===== config.mk =====
export PLATFORM = sky130hd
export DESIGN_NAME = load_data_aligner
export DESIGN_NICKNAME = d
export VERILOG_FILES = /design/src/rtl/load_data_aligner.sv
export SDC_FILE = /design/constraint.sdc
export NUM_CORES = 1
export LEC_CHECK = 0
export ABC_AREA = 1
export CAP_MARGIN = 20
export CORE_ASPECT_RATIO = 1.5
export CORE_MARGIN = 2
export CORE_UTILIZATION = 45
export CTS_CLUSTER_SIZE = 12
export DETAILED_ROUTE_END_ITERATION = 8
export PLACE_DENSITY = 0.77
export SLEW_MARGIN = 30
export SYNTH_ARGS = -nofsm -noshare
export SYNTH_HDL_FRONTEND = slang
export SYNTH_SLANG_ARGS = --single-unit

===== constraint.sdc =====
create_clock -name clk -period 4.5 [get_ports clk]
set_clock_uncertainty 0.05 [all_clocks]
set_input_delay 0.675 -clock clk [delete_from_list [all_inputs] [get_ports clk]]
set_output_delay 0.675 -clock clk [all_outputs]
set_load 0.05 [all_outputs]

===== src/rtl/load_data_aligner.sv =====
// load_data_aligner
// Accepts one load request at a time, issues a word-aligned read to data
// memory, waits for the read word and returns the addressed byte, halfword
// or word zero- or sign-extended to 32 bits for writeback. Misaligned
// accesses, illegal load types and memory timeouts return resp_err=1 with
// resp_data=0.
//
// Ports:
//   clk, rst                  clock (rising edge), async active-high reset
//   req_valid/req_ready       request handshake; req_ready high only in IDLE
//   req_addr, req_funct3      byte address and RISC-V load type
//   req_rd                    destination tag, returned as resp_rd
//   mem_re, mem_addr          one-cycle read strobe and word address
//   mem_rvalid, mem_rdata     read response (little-endian word)
//   resp_valid/resp_ready     result handshake
//   resp_data, resp_rd        extended result and its tag
//   resp_err                  misaligned, illegal funct3 or timeout
//
// Handshakes: a transfer occurs on a rising edge where valid and ready are
// both high; while valid is high and ready is low, the payload is held.
module load_data_aligner #(
    parameter int TIMEOUT = 255
) (
    input  logic        clk,
    input  logic        rst,
    input  logic        req_valid,
    output logic        req_ready,
    input  logic [31:0] req_addr,
    input  logic [2:0]  req_funct3,
    input  logic [4:0]  req_rd,
    output logic        mem_re,
    output logic [31:0] mem_addr,
    input  logic        mem_rvalid,
    input  logic [31:0] mem_rdata,
    output logic        resp_valid,
    input  logic        resp_ready,
    output logic [31:0] resp_data,
    output logic [4:0]  resp_rd,
    output logic        resp_err
);

    localparam logic [15:0] TIMEOUT_CNT = 16'(TIMEOUT);

    typedef enum logic [1:0] {
        IDLE     = 2'd0,
        MEM_WAIT = 2'd1,
        RESP     = 2'd2
    } state_t;

    state_t      state;
    logic [31:0] addr_q;
    logic [2:0]  funct3_q;
    logic [4:0]  rd_q;
    logic [15:0] cnt;

    logic        f3_legal;
    logic        aligned;
    logic        req_ok;
    logic [31:0] lane;
    logic [31:0] load_data;

    // Legality and alignment are judged on the incoming request so the
    // IDLE state can route straight to RESP on an error.
    always_comb begin
        f3_legal = 1'b0;
        case (req_funct3)
            3'b000, 3'b001, 3'b010, 3'b100, 3'b101: f3_legal = 1'b1;
            default:                                f3_legal = 1'b0;
        endcase
    end

    always_comb begin
        aligned = 1'b0;
        case (req_funct3[1:0])
            2'b00:   aligned = 1'b1;                      // byte: any offset
            2'b01:   aligned = (req_addr[1:0] != 2'b11);  // half: not offset 3
            2'b10:   aligned = (req_addr[1:0] == 2'b00);  // word: offset 0 only
            default: aligned = 1'b0;
        endcase
    end

    assign req_ok = f3_legal && aligned;

    // Shifting the word right by the byte offset puts the addressed lane in
    // the low bits; a halfword at offset 1 thus picks bytes 2:1.
    assign lane = mem_rdata >> {addr_q[1:0], 3'b000};

    always_comb begin
        load_data = 32'h0;
        case (funct3_q)
            3'b000:  load_data = {{24{lane[7]}}, lane[7:0]};
            3'b001:  load_data = {{16{lane[15]}}, lane[15:0]};
            3'b010:  load_data = mem_rdata;
            3'b100:  load_data = {24'h0, lane[7:0]};
            3'b101:  load_data = {16'h0, lane[15:0]};
            default: load_data = 32'h0;
        endcase
    end

    always_ff @(posedge clk or posedge rst) begin
        if (rst) begin
            state     <= IDLE;
            addr_q    <= 32'h0;
            funct3_q  <= 3'b000;
            rd_q      <= 5'd0;
            cnt       <= 16'd0;
            mem_re    <= 1'b0;
            resp_data <= 32'h0;
            resp_err  <= 1'b0;
        end else begin
            case (state)
                IDLE: begin
                    if (req_valid) begin
                        addr_q   <= req_addr;
                        funct3_q <= req_funct3;
                        rd_q     <= req_rd;
                        if (req_ok) begin
                            state  <= MEM_WAIT;
                            mem_re <= 1'b1;
                            cnt    <= 16'd0;
                        end else begin
                            state     <= RESP;
                            resp_err  <= 1'b1;
                            resp_data <= 32'h0;
                        end
                    end
                end
                MEM_WAIT: begin
                    mem_re <= 1'b0;
                    // Data takes priority over a timeout in the same cycle.
                    if (mem_rvalid) begin
                        state     <= RESP;
                        resp_data <= load_data;
                        resp_err  <= 1'b0;
                    end else if (cnt == TIMEOUT_CNT) begin
                        state     <= RESP;
                        resp_data <= 32'h0;
                        resp_err  <= 1'b1;
                    end else begin
                        cnt <= cnt + 16'd1;
                    end
                end
                RESP: begin
                    if (resp_ready) begin
                        state <= IDLE;
                    end
                end
                default: state <= IDLE;
            endcase
        end
    end

    assign req_ready  = (state == IDLE);
    assign resp_valid = (state == RESP);
    assign mem_addr   = {addr_q[31:2], 2'b00};
    assign resp_rd    = rd_q;

endmodule


==> metrics.md, run 1 <==
| Metric | Value |
|---|---|
| Final net count | 813 |
| Status | completed |
| DR vias/cell | 5.05 |
| Seq cells post-synth | about 90 |
| Total number of vias | about 4,500 |
| Fmax | 0.393 GHz |
| Hpwl dp | around 10 mm |
| GRT Resource Usage Total | between 20% and 30% |
| Initial Util | ~46% |
| PwrDens | around 730 mW/mm2 |
| Postcts setup bufs | 0 |
| Setup TNS | 0 ns |
| Worst-skew pair later-pin latency | around 0.34 ns |
| Std cell rows | 47 |
| Setup CP Type | reg2out |
| Crit path time final | approximately 2.5 ns |
| Syn Inst Count | 630 |
| DR WL met3 | 610 um |
| Syn. warnings | 0 |
| Max layer used | met4 |
| Post-synth cell types | 32 |
| TritonRoute pass-1 iters | 5 |
| Gpl congestion | ~0.95 |
| Crit start category | flip-flop |
| Drt drc | 0 |
| Ports | 150 |
| Ys flop type | dfrtp_1 |
| Clock Tree Buf Depth | 2 |
| CTS buffer count | 9 |
| Worst Reg-to-Reg Cells | 7 |
| Die Area | 0.0122 mm2 |
| Crit path DAT | approximately 1.8 ns |
| N_diodes | 0 |
| First-pass GRT wire length | roughly 22 mm |
| Hold crit path type | reg2reg |
| Vias in the first global route | 4,428 |
| Mean Syn Cell Area | between 8 and 9 um2 |
| Largest net degree at the start of global routing | 55 |
| CTS Root Cell | clkbuf_16 |
| Post-cts gate resize count | 0 |
| Hold Path Cell Cnt | 2 |
| Grt total ovfl | 0 |
| Slew at the pin with the worst max-slew slack | 0.708 ns |
| # setup viols final | 0 |
| Clock sink count | 92 |
| WL/cell | 15.1 um |
| WHS Endpoint | resp_data[2] |
| H-tree levels | 3 |
| Cell family with most CP delay | buffers and inverters |
| Routed wl met2 | slightly above 7 mm |
| Number of synthesized flops with an enable pin | 0 |
| WP buf/inv | 1 |
| Die W | about 91 um |
| Critical path endpoint category | primary output |
| Final period util | about 57% |
| Async set-reset flop share out of synthesis | 100% |
| CTS tree | done |
| R2R Path Start | addr_q[0] |
| Worst hold start | resp_data[2] |
| RSZ-0062 raised after global routing | no |
| Layout Area Growth over Synthesis | 31.5% |
| M1 WL | ~5.0 mm |
| Post-Syn Area | 0.00507 mm2 |
| Post-synthesis sequential area ratio | 45.4% |
| Hold Buf Count CTS | 0 |
| Worst EP required | 3.77 ns |
| P_leak | 0.00316 uW |
| Remaining antenna violation count | 0 |
| Critical-path top delay cell | clkdlybuf4s50_1 |
| DR iter-0 viols | between 150 and 200 |
| Reg clk slew, reported paths | about 0.070 ns |
| Worst Path Max Fanout | 5 |
| Worst stage delay on the critical path | 0.83 ns |
| Max Cap Viol | 0 |
| Max Slew Vio Count | 0 |
| Min Hold Slack | 0.421 ns |
| Die height | 134 um |
| Drt total wl | approximately 13 mm |
| IO Port Bufs | 147 |
| Layout cells sized above 1 | under 10% |
| Rel. slew slack | 52.7% |
| CP Cell Sequence | nor2_4 > clkdlybuf4s50_1 |
| Peak VDD IR | approximately 480 uV |
| Worst R2R End | resp_data[23] |
| Area of the core | between 0.01 and 0.015 mm2 |
| R2R setup slack | 2.12 ns |
| Antenna violations before repair | 0 |
| Final hold viol count | 0 |
tightest hold or removal path, cell delays in order (launching register included):
cell and delay (ns):
dfrtp_1 0.34, nand2_1 0.05, nand2_1 0.04
cell usage in the layout, fill, tap and decap left out, types with 3 or more instances in the layout:
cell	count
nor2_4	3
inv_1	31
a21oi_1	9
nand2_1	250
clkdlybuf4s50_1	147
nand3_1	39
dfrtp_1	92
xor2_1	7
o21ai_0	17
nand4_1	9
nor2_1	44
o21bai_1	3
o22ai_1	7
mux2_2	35
nand2_4	4
clkbuf_16	9
o211ai_1	8
synthesized netlist by cell type (3+ instances only):
master / instances / area, um2
a21oi_1: 9 / 45.0
buf_2: 12 / 60.1
buf_4: 35 / 263
buf_6: 3 / 33.8
clkbuf_1: 5 / 18.8
dfrtp_1: 92 / 2300
inv_1: 32 / 120
mux2_2: 35 / 394
nand2_1: 250 / 938
nand2_2: 3 / 18.8
nand2_4: 3 / 33.8
nand3_1: 39 / 195
nand4_1: 9 / 56.3
nor2_1: 45 / 169
o211ai_1: 8 / 60.1
o21ai_0: 17 / 85.1
o21bai_1: 3 / 22.5
o22ai_1: 7 / 43.8
xor2_1: 7 / 61.3
sequential cells by signal, summed over array words and instances, names as in the netlist:
register / flops
addr_q: 32
resp_data: 32
cnt: 16
resp_rd: 5
state: 2
resp_err: 1
mem_re: 1
funct3_q: 3
metal layers:
metal  up-vias  global-route usage, %
li1       2188                      -
met1      2113                   25.2
met2       143                   40.7
met3        37                   3.26
met4         0                   10.9
met5         -                      0
worst max-delay path by stage:
stage	slack [ns]	cells past startpoint	endpoint	from
global placement	2.01	3	addr_q[22]	req_valid
detailed placement	1.97	3	addr_q[19]	req_valid
finish	1.96	2	req_ready	state[0]
floorplan	1.38	1	addr_q[0]	rst
global route	1.87	7	resp_data[20]	addr_q[0]
CTS	1.98	2	req_ready	state[0]
report_power, final:
| group | internal (uW) | switching, uW |
|---|---|---|
| registers | 1120 | 213 |
| logic | 930 | 1830 |
| clock network | 437 | 335 |
| total | 2490 | 2380 |
cell families after synthesis:
group | Yosys count | share of synthesized area, %
AO/OA/AOI/OAI | 48 | 5.87
AND/OR/NAND/NOR | 355 | 29.1
XOR/XNOR | 8 | 1.38
flip-flops | 92 | 45.4
multiplexers | 35 | 7.77
other | 1 | 0.0739
buffers and inverters | 90 | 10.2
adder cells (fa/ha/maj) | 1 | 0.247
through the flow:
step / instances / power (uW) / worst slack [ns] / utilization (%) / instance area [um2]
floorplan: 631 / 3480 / 1.38 / - / 5080
CTS: 887 / 4900 / 1.98 / 60.6 / 6670
detailed placement: 871 / 4120 / 1.97 / 57.9 / 6370
global placement: 871 / 4070 / 2.01 / 57.8 / 6360
finish: 887 / 4860 / 1.96 / 60.7 / 6670
global route: 887 / 5120 / 1.87 / 60.7 / 6670
area by class of cell:
class / count / area (um2)
well taps: 147 / 184
repair buffers: 149 / 1490
fillers: 990 / 4320
multi-input cells: 449 / 2270
clock buffers: 10 / 229
flip-flops and latches: 92 / 2300
inverters: 34 / 130
clock inverters: 6 / 71.3
Note: power is estimated with default switching activity, not from simulation.
==> run 2: changes to the inputs <==
--- a/config.mk
+++ b/config.mk
@@ -9,7 +9,7 @@
 export CAP_MARGIN = 20
 export CORE_ASPECT_RATIO = 1.5
 export CORE_MARGIN = 2
-export CORE_UTILIZATION = 45
+export CORE_UTILIZATION = 43
 export CTS_CLUSTER_SIZE = 12
 export DETAILED_ROUTE_END_ITERATION = 8
 export PLACE_DENSITY = 0.77
==> constraint.sdc (replaced) <==
create_clock -name clk -period 2.3 [get_ports clk]
set_clock_uncertainty 0.05 [all_clocks]
set_input_delay 0.345 -clock clk [delete_from_list [all_inputs] [get_ports clk]]
set_output_delay 0.345 -clock clk [all_outputs]
set_load 0.05 [all_outputs]
==> run 2 against run 1 <==
Via count grew 1.9%. Combinational power grew 100%. Cell count grew 1.0%. Wire length grew 0.70%. Worst hold slack gained 0.0045 ns. Largest power group unchanged.
==> metrics.md, run 2 (synthesis gave the netlist of run 1 again) <==
| Metric | Value |
|---|---|
| Status | completed |
| Total number of vias | between 4,000 and 5,000 |
| Clock Tree Buf Depth | 2 |
| Layout Area Growth over Synthesis | 32.6% |
| Placed insts | 880 |
| Slew at the pin with the worst max-slew slack | around 0.55 ns |
| Setup CP Type | reg2out |
| DR vias/cell | 5.09 |
| Biggest regs | addr_q x32, resp_data x32, cnt x16 |
| Worst-skew pair later-pin latency | between 0.3 and 0.4 ns |
| Remaining antenna violation count | 0 |
| Commonest non-fill, non-tap cell in the layout | nand2_1 |
| DR iter-0 viols | 222 |
| Logic pwr share | 58.0% |
| Switching Power | around 4600 uW |
| R2R setup slack | 0.36 ns |
| Crit start category | flip-flop |
| GRT Resource Usage Total | 21.5% |
| Clk pwr share | 15.0% |
| Fmax | 0.458 GHz |
| Layout cells sized above 1 | 10.2% |
| Max Cap Viol | 0 |
| Worst hold start | resp_data[6] |
| Std cell rows | 48 |
| Area of the core | 0.0115 mm2 |
| Hpwl dp | 10.0 mm |
| CTS Root Cell | clkbuf_16 |
| Hold crit path type | reg2reg |
| Grt total ovfl | 0 |
| # setup viols final | 0 |
| R2R Path Start | cnt[0] |
| Fin cells | approximately 900 |
| Drt drc | 0 |
| RSZ-0062 raised after global routing | no |
| Die height | approximately 140 um |
| Die W | 92.7 um |
| Postcts setup bufs | 0 |
| Vias in the first global route | about 4,500 |
| Hold Path Cell Cnt | 2 |
| Final period util | a little over nine tenths |
| Worst setup startpoint | state[0] |
| Critical path endpoint category | primary output |
| Final hold viol count | 0 |
| Max Slew Vio Count | 0 |
| Ports | 150 |
| IO Port Bufs | about 150 |
| Core Util, Final | 58.3% |
| Sequential share of power | 27.0% |
| Die Area | 0.0127 mm2 |
| Crit path DAT | approximately 1.8 ns |
| Clock sink count | 92 |
| H-tree levels | 3 |
| Final setup margin | between 0.1 and 0.15 ns |
| Switching Fraction | 48.6% |
| Gpl congestion | 0.938 |
| Antenna violations before repair | 0 |
| WHS Endpoint | resp_data[6] |
| TritonRoute pass-1 iters | 5 |
| N_diodes | 0 |
| Reg clk slew, reported paths | 0.07 ns |
| Post-cts gate resize count | 0 |
| Worst Reg-to-Reg Cells | 8 |
| Final net count | 819 |
| Rel. slew slack | 63.0% |
| Drt total wl | around 13 mm |
| Worst EP required | 1.90 ns |
| WL/cell | 15.0 um |
| CTS tree | done |
| Worst Path Max Fanout | 5 |
| Hold Buf Count CTS | 0 |
| PwrDens | 1410 mW/mm2 |
| Initial Util | between 40% and 50% |
| First-pass GRT wire length | 21.7 mm |
| Placement Setup Slack | 0.188 ns |
| Largest net degree at the start of global routing | 93 |
| CTS buffer count | 9 |
| P_int | 4870 uW |
| Worst R2R End | resp_data[13] |
| Peak VDD IR | 747 uV |
| Commonest cells after routing, fill and taps aside | 250 x nand2_1, 147 x clkdlybuf4s50_1, 92 x dfrtp_1 |
| P_leak | 0.00317 uW |
| Crit path time final | between 2 and 2.5 ns |
| Setup TNS | 0 ns |
-- run 2: cell types whose count changed in the layout (fill, tap and decap cells not counted), moves of 2 or more --
cell	change
buf_4	+4
buf_12	+2
clkbuf_8	+2
clkinvlp_4	+2
-- run 2: power by group through the flow --
| stage | Clock, uW | Combinational [uW] | Sequential [uW] |
|---|---|---|---|
| floorplan | 0 | 3470 | 3330 |
| global placement | 0 | 5440 | 2570 |
| detailed placement | 0 | 5520 | 2600 |
| CTS | 1470 | 5540 | 2570 |
| global route | 1520 | 5860 | 2630 |
| finish | 1420 | 5510 | 2560 |
-- run 2: final cells by class --
cell class	count	area, um2
Multi-Input combinational cell	449	2260
Clock inverter	4	32.5
Timing Repair Buffer	155	1560
Clock buffer	12	256
Inverter	34	131
Sequential cell	92	2300
Tap cell	150	188
Fill cell	1050	4800
-- run 2: worst max path at each step --
stage,end,slack (ns),cells past startpoint
3_5_place_dp,resp_data[13],0.19,8
3_3_place_gp,resp_data[21],0.28,8
4_1_cts,req_ready,0.1,2
2_1_floorplan,cnt[5],0.62,7
6_report,req_ready,0.12,2
5_1_grt,req_ready,0.06,2
-- run 2: metal layers --
layer	track usage, %	wire [um]	up-vias	part of all wire (%)
met4	8.99	377	0	2.8
met1	23.4	4830	2158	36
met5	0	0	-	0
met3	4.30	797	30	5.9
li1	-	-	2205	-
met2	40.3	7450	171	55
-- run 2: critical path, stage by stage, from the launching register on --
cell and delay [ns]:
dfrtp_1 0.45, nor2_4 0.19, clkdlybuf4s50_1 0.82
-- run 2: through the flow --
stage	hold WS, ns	power (uW)	area (um2)
after global routing	0.445	10000	6730
after detailed placement	0.417	8120	6440
after global placement	0.407	8000	6440
after CTS	0.429	9570	6730
after floorplan	0.381	6810	5080
final	0.426	9490	6730
==> run 3: changes to the inputs <==
--- a/config.mk
+++ b/config.mk
@@ -9,10 +9,11 @@
 export CAP_MARGIN = 20
 export CORE_ASPECT_RATIO = 1.5
 export CORE_MARGIN = 2
-export CORE_UTILIZATION = 43
+export CORE_UTILIZATION = 44
+export CTS_BUF_LIST = sky130_fd_sc_hd__clkbuf_4
 export CTS_CLUSTER_SIZE = 12
 export DETAILED_ROUTE_END_ITERATION = 8
-export PLACE_DENSITY = 0.77
+export PLACE_DENSITY = 0.78
 export SLEW_MARGIN = 30
 export SYNTH_ARGS = -nofsm -noshare
 export SYNTH_HDL_FRONTEND = slang
==> run 3 against run 2 <==
Sequential power about the same. Die area decreased by 2.2%. Non-clock buffer count unchanged. Utilization decreased by 0.29 points. Via count decreased by 1.2%. Critical endpoint is now resp_data[15]. Largest cell class unchanged. Highest routed layer unchanged.
==> metrics.md, run 3 (synthesis gave the netlist of run 1 again) <==
| Metric | Value |
|---|---|
| Status | completed |
| Setup CP Type | reg2out |
| Rel. slew slack | 63.3% |
| Worst setup startpoint | resp_data[15] |
| Worst EP required | 1.90 ns |
| PwrDens | 1360 mW/mm2 |
| Power Total | 8960 uW |
| Crit path DAT | 1.71 ns |
| Hold crit path type | in2async |
| Final period util | 91.3% |
| Die W | 91.7 um |
| GRT Resource Usage Total | 21.9% |
| Worst R2R End | resp_data[13] |
| Remaining antenna violation count | 0 |
| Ports | 150 |
| Crit path time final | 2.10 ns |
| Placement Setup Slack | 0.199 ns |
| Gpl congestion | 0.907 |
| Slew at the pin with the worst max-slew slack | 0.549 ns |
| CP Cell Sequence | clkdlybuf4s50_1 |
| Critical path endpoint category | primary output |
| DR iter-0 viols | 171 |
| H-tree levels | 3 |
| Worst Path Max Fanout | 2 |
| Antenna violations before repair | 1 |
| IO Port Bufs | 147 |
| Final setup margin | 0.200 ns |
| Die height | 136 um |
| Clock sink count | between 90 and 100 |
| R2R Path Start | cnt[0] |
| Biggest regs | addr_q x32, resp_data x32, cnt x16 |
| WL/cell | 15.0 um |
| Crit start category | flip-flop |
| Worst-skew pair later-pin latency | 0.46 ns |
| TritonRoute pass-1 iters | 4 |
| Peak VDD IR | around 800 uV |
| Std cell rows | 48 |
| Hpwl dp | 9.92 mm |
| Commonest non-fill, non-tap cell in the layout | nand2_1 |
| Worst Reg-to-Reg Cells | 8 |
| # setup viols final | 0 |
| Initial Util | between 40% and 50% |
| CTS Root Cell | clkbuf_4 |
| CTS buffer count | 9 |
| Vias in the first global route | 4,405 |
| Layout Area Growth over Synthesis | 29.9% |
| Clock Tree Buf Depth | 2 |
| Grt total ovfl | 0 |
| Max Cap Viol | 0 |
| WP buf/inv | 1 |
| Cell family with most CP delay | buffers and inverters |
| Max Slew Vio Count | 0 |
| Core Util, Final | 58.0% |
| Fmax | 0.476 GHz |
| Die Area | roughly 0.012 mm2 |
| RSZ-0062 raised after global routing | no |
| Layout cells sized above 1 | 10.2% |
| Drt total wl | 13.5 mm |
| Worst stage delay on the critical path | 0.83 ns |
| Setup TNS | 0 ns |
| Area of the core | 0.0114 mm2 |
| Drt drc | 0 |
| Total number of vias | 4,510 |
| First-pass GRT wire length | 21.6 mm |
| Commonest cells after routing, fill and taps aside | 250 x nand2_1, 145 x clkdlybuf4s50_1, 92 x dfrtp_1 |
| Min Hold Slack | 0.287 ns |
| Reg clk slew, reported paths | 0.16 ns |
| DR vias/cell | 5.03 |
| Largest net degree at the start of global routing | 93 |
| Final net count | 819 |
| Final hold viol count | 0 |
| CTS tree | done |
| Critical-path top delay cell | clkdlybuf4s50_1 |
| P_leak | between 0.003 and 0.004 uW |
| R2R setup slack | 0.33 ns |
==> run 3: changes by cell type in the layout (fill, tap and decap cells not counted), sizes merged <==
cell,change
clkinvlp,-1
clkbuf,-3
dlygate4sd2,+2
bufinv,+1
inv,+1
diode,+1
clkinv,+2
clkdlybuf4s50,-2
==> run 3: layout make-up <==
| cell class | count | area (um2) |
|---|---|---|
| tap | 150 | 188 |
| multi-input combinational | 449 | 2260 |
| fill | 1020 | 4760 |
| clock buffer | 9 | 67.6 |
| antenna | 1 | 2.50 |
| clock inverter | 7 | 83.8 |
| inverter | 34 | 131 |
| timing repair buffer | 155 | 1550 |
| sequential | 92 | 2300 |
==> run 3: worst max-delay path by stage <==
stage,endpoint,slack [ns],cells past startpoint
final,resp_data[15],0.20,1
after global routing,resp_data[3],0.11,8
after CTS,mem_addr[11],0.19,1
after detailed placement,resp_data[0],0.20,8
after global placement,resp_data[17],0.29,8
after floorplan,cnt[5],0.62,7
==> run 3: routing by layer <==
metal	part of all wire, %	vias to the layer above	GRT usage, %
li1	-	2196	-
met2	55	136	40.6
met3	4.4	23	3.06
met1	38	2155	24.9
met4	2.5	0	9.09
met5	0	-	0
==> run 3: metrics by stage <==
stage | area (um2) | std cells
6_report | 6590 | 897
5_1_grt | 6590 | 897
4_1_cts | 6590 | 896
3_5_place_dp | 6440 | 880
3_3_place_gp | 6440 | 880
2_1_floorplan | 5080 | 631
==> run 3: repair_timing <==
item | in CTS | in global routing
endpoints found under the setup margin | 2 | 0
hold buffers | 0 | 0
gates resized for setup | 2 | 0
buffers inserted | 0 | 0
==> run 3: where the power goes <==
part           leakage (uW)  switching [uW]  internal (uW)
logic               0.00186            3600           1860
registers           0.00119             371           2190
clock network     0.0000773             601            346
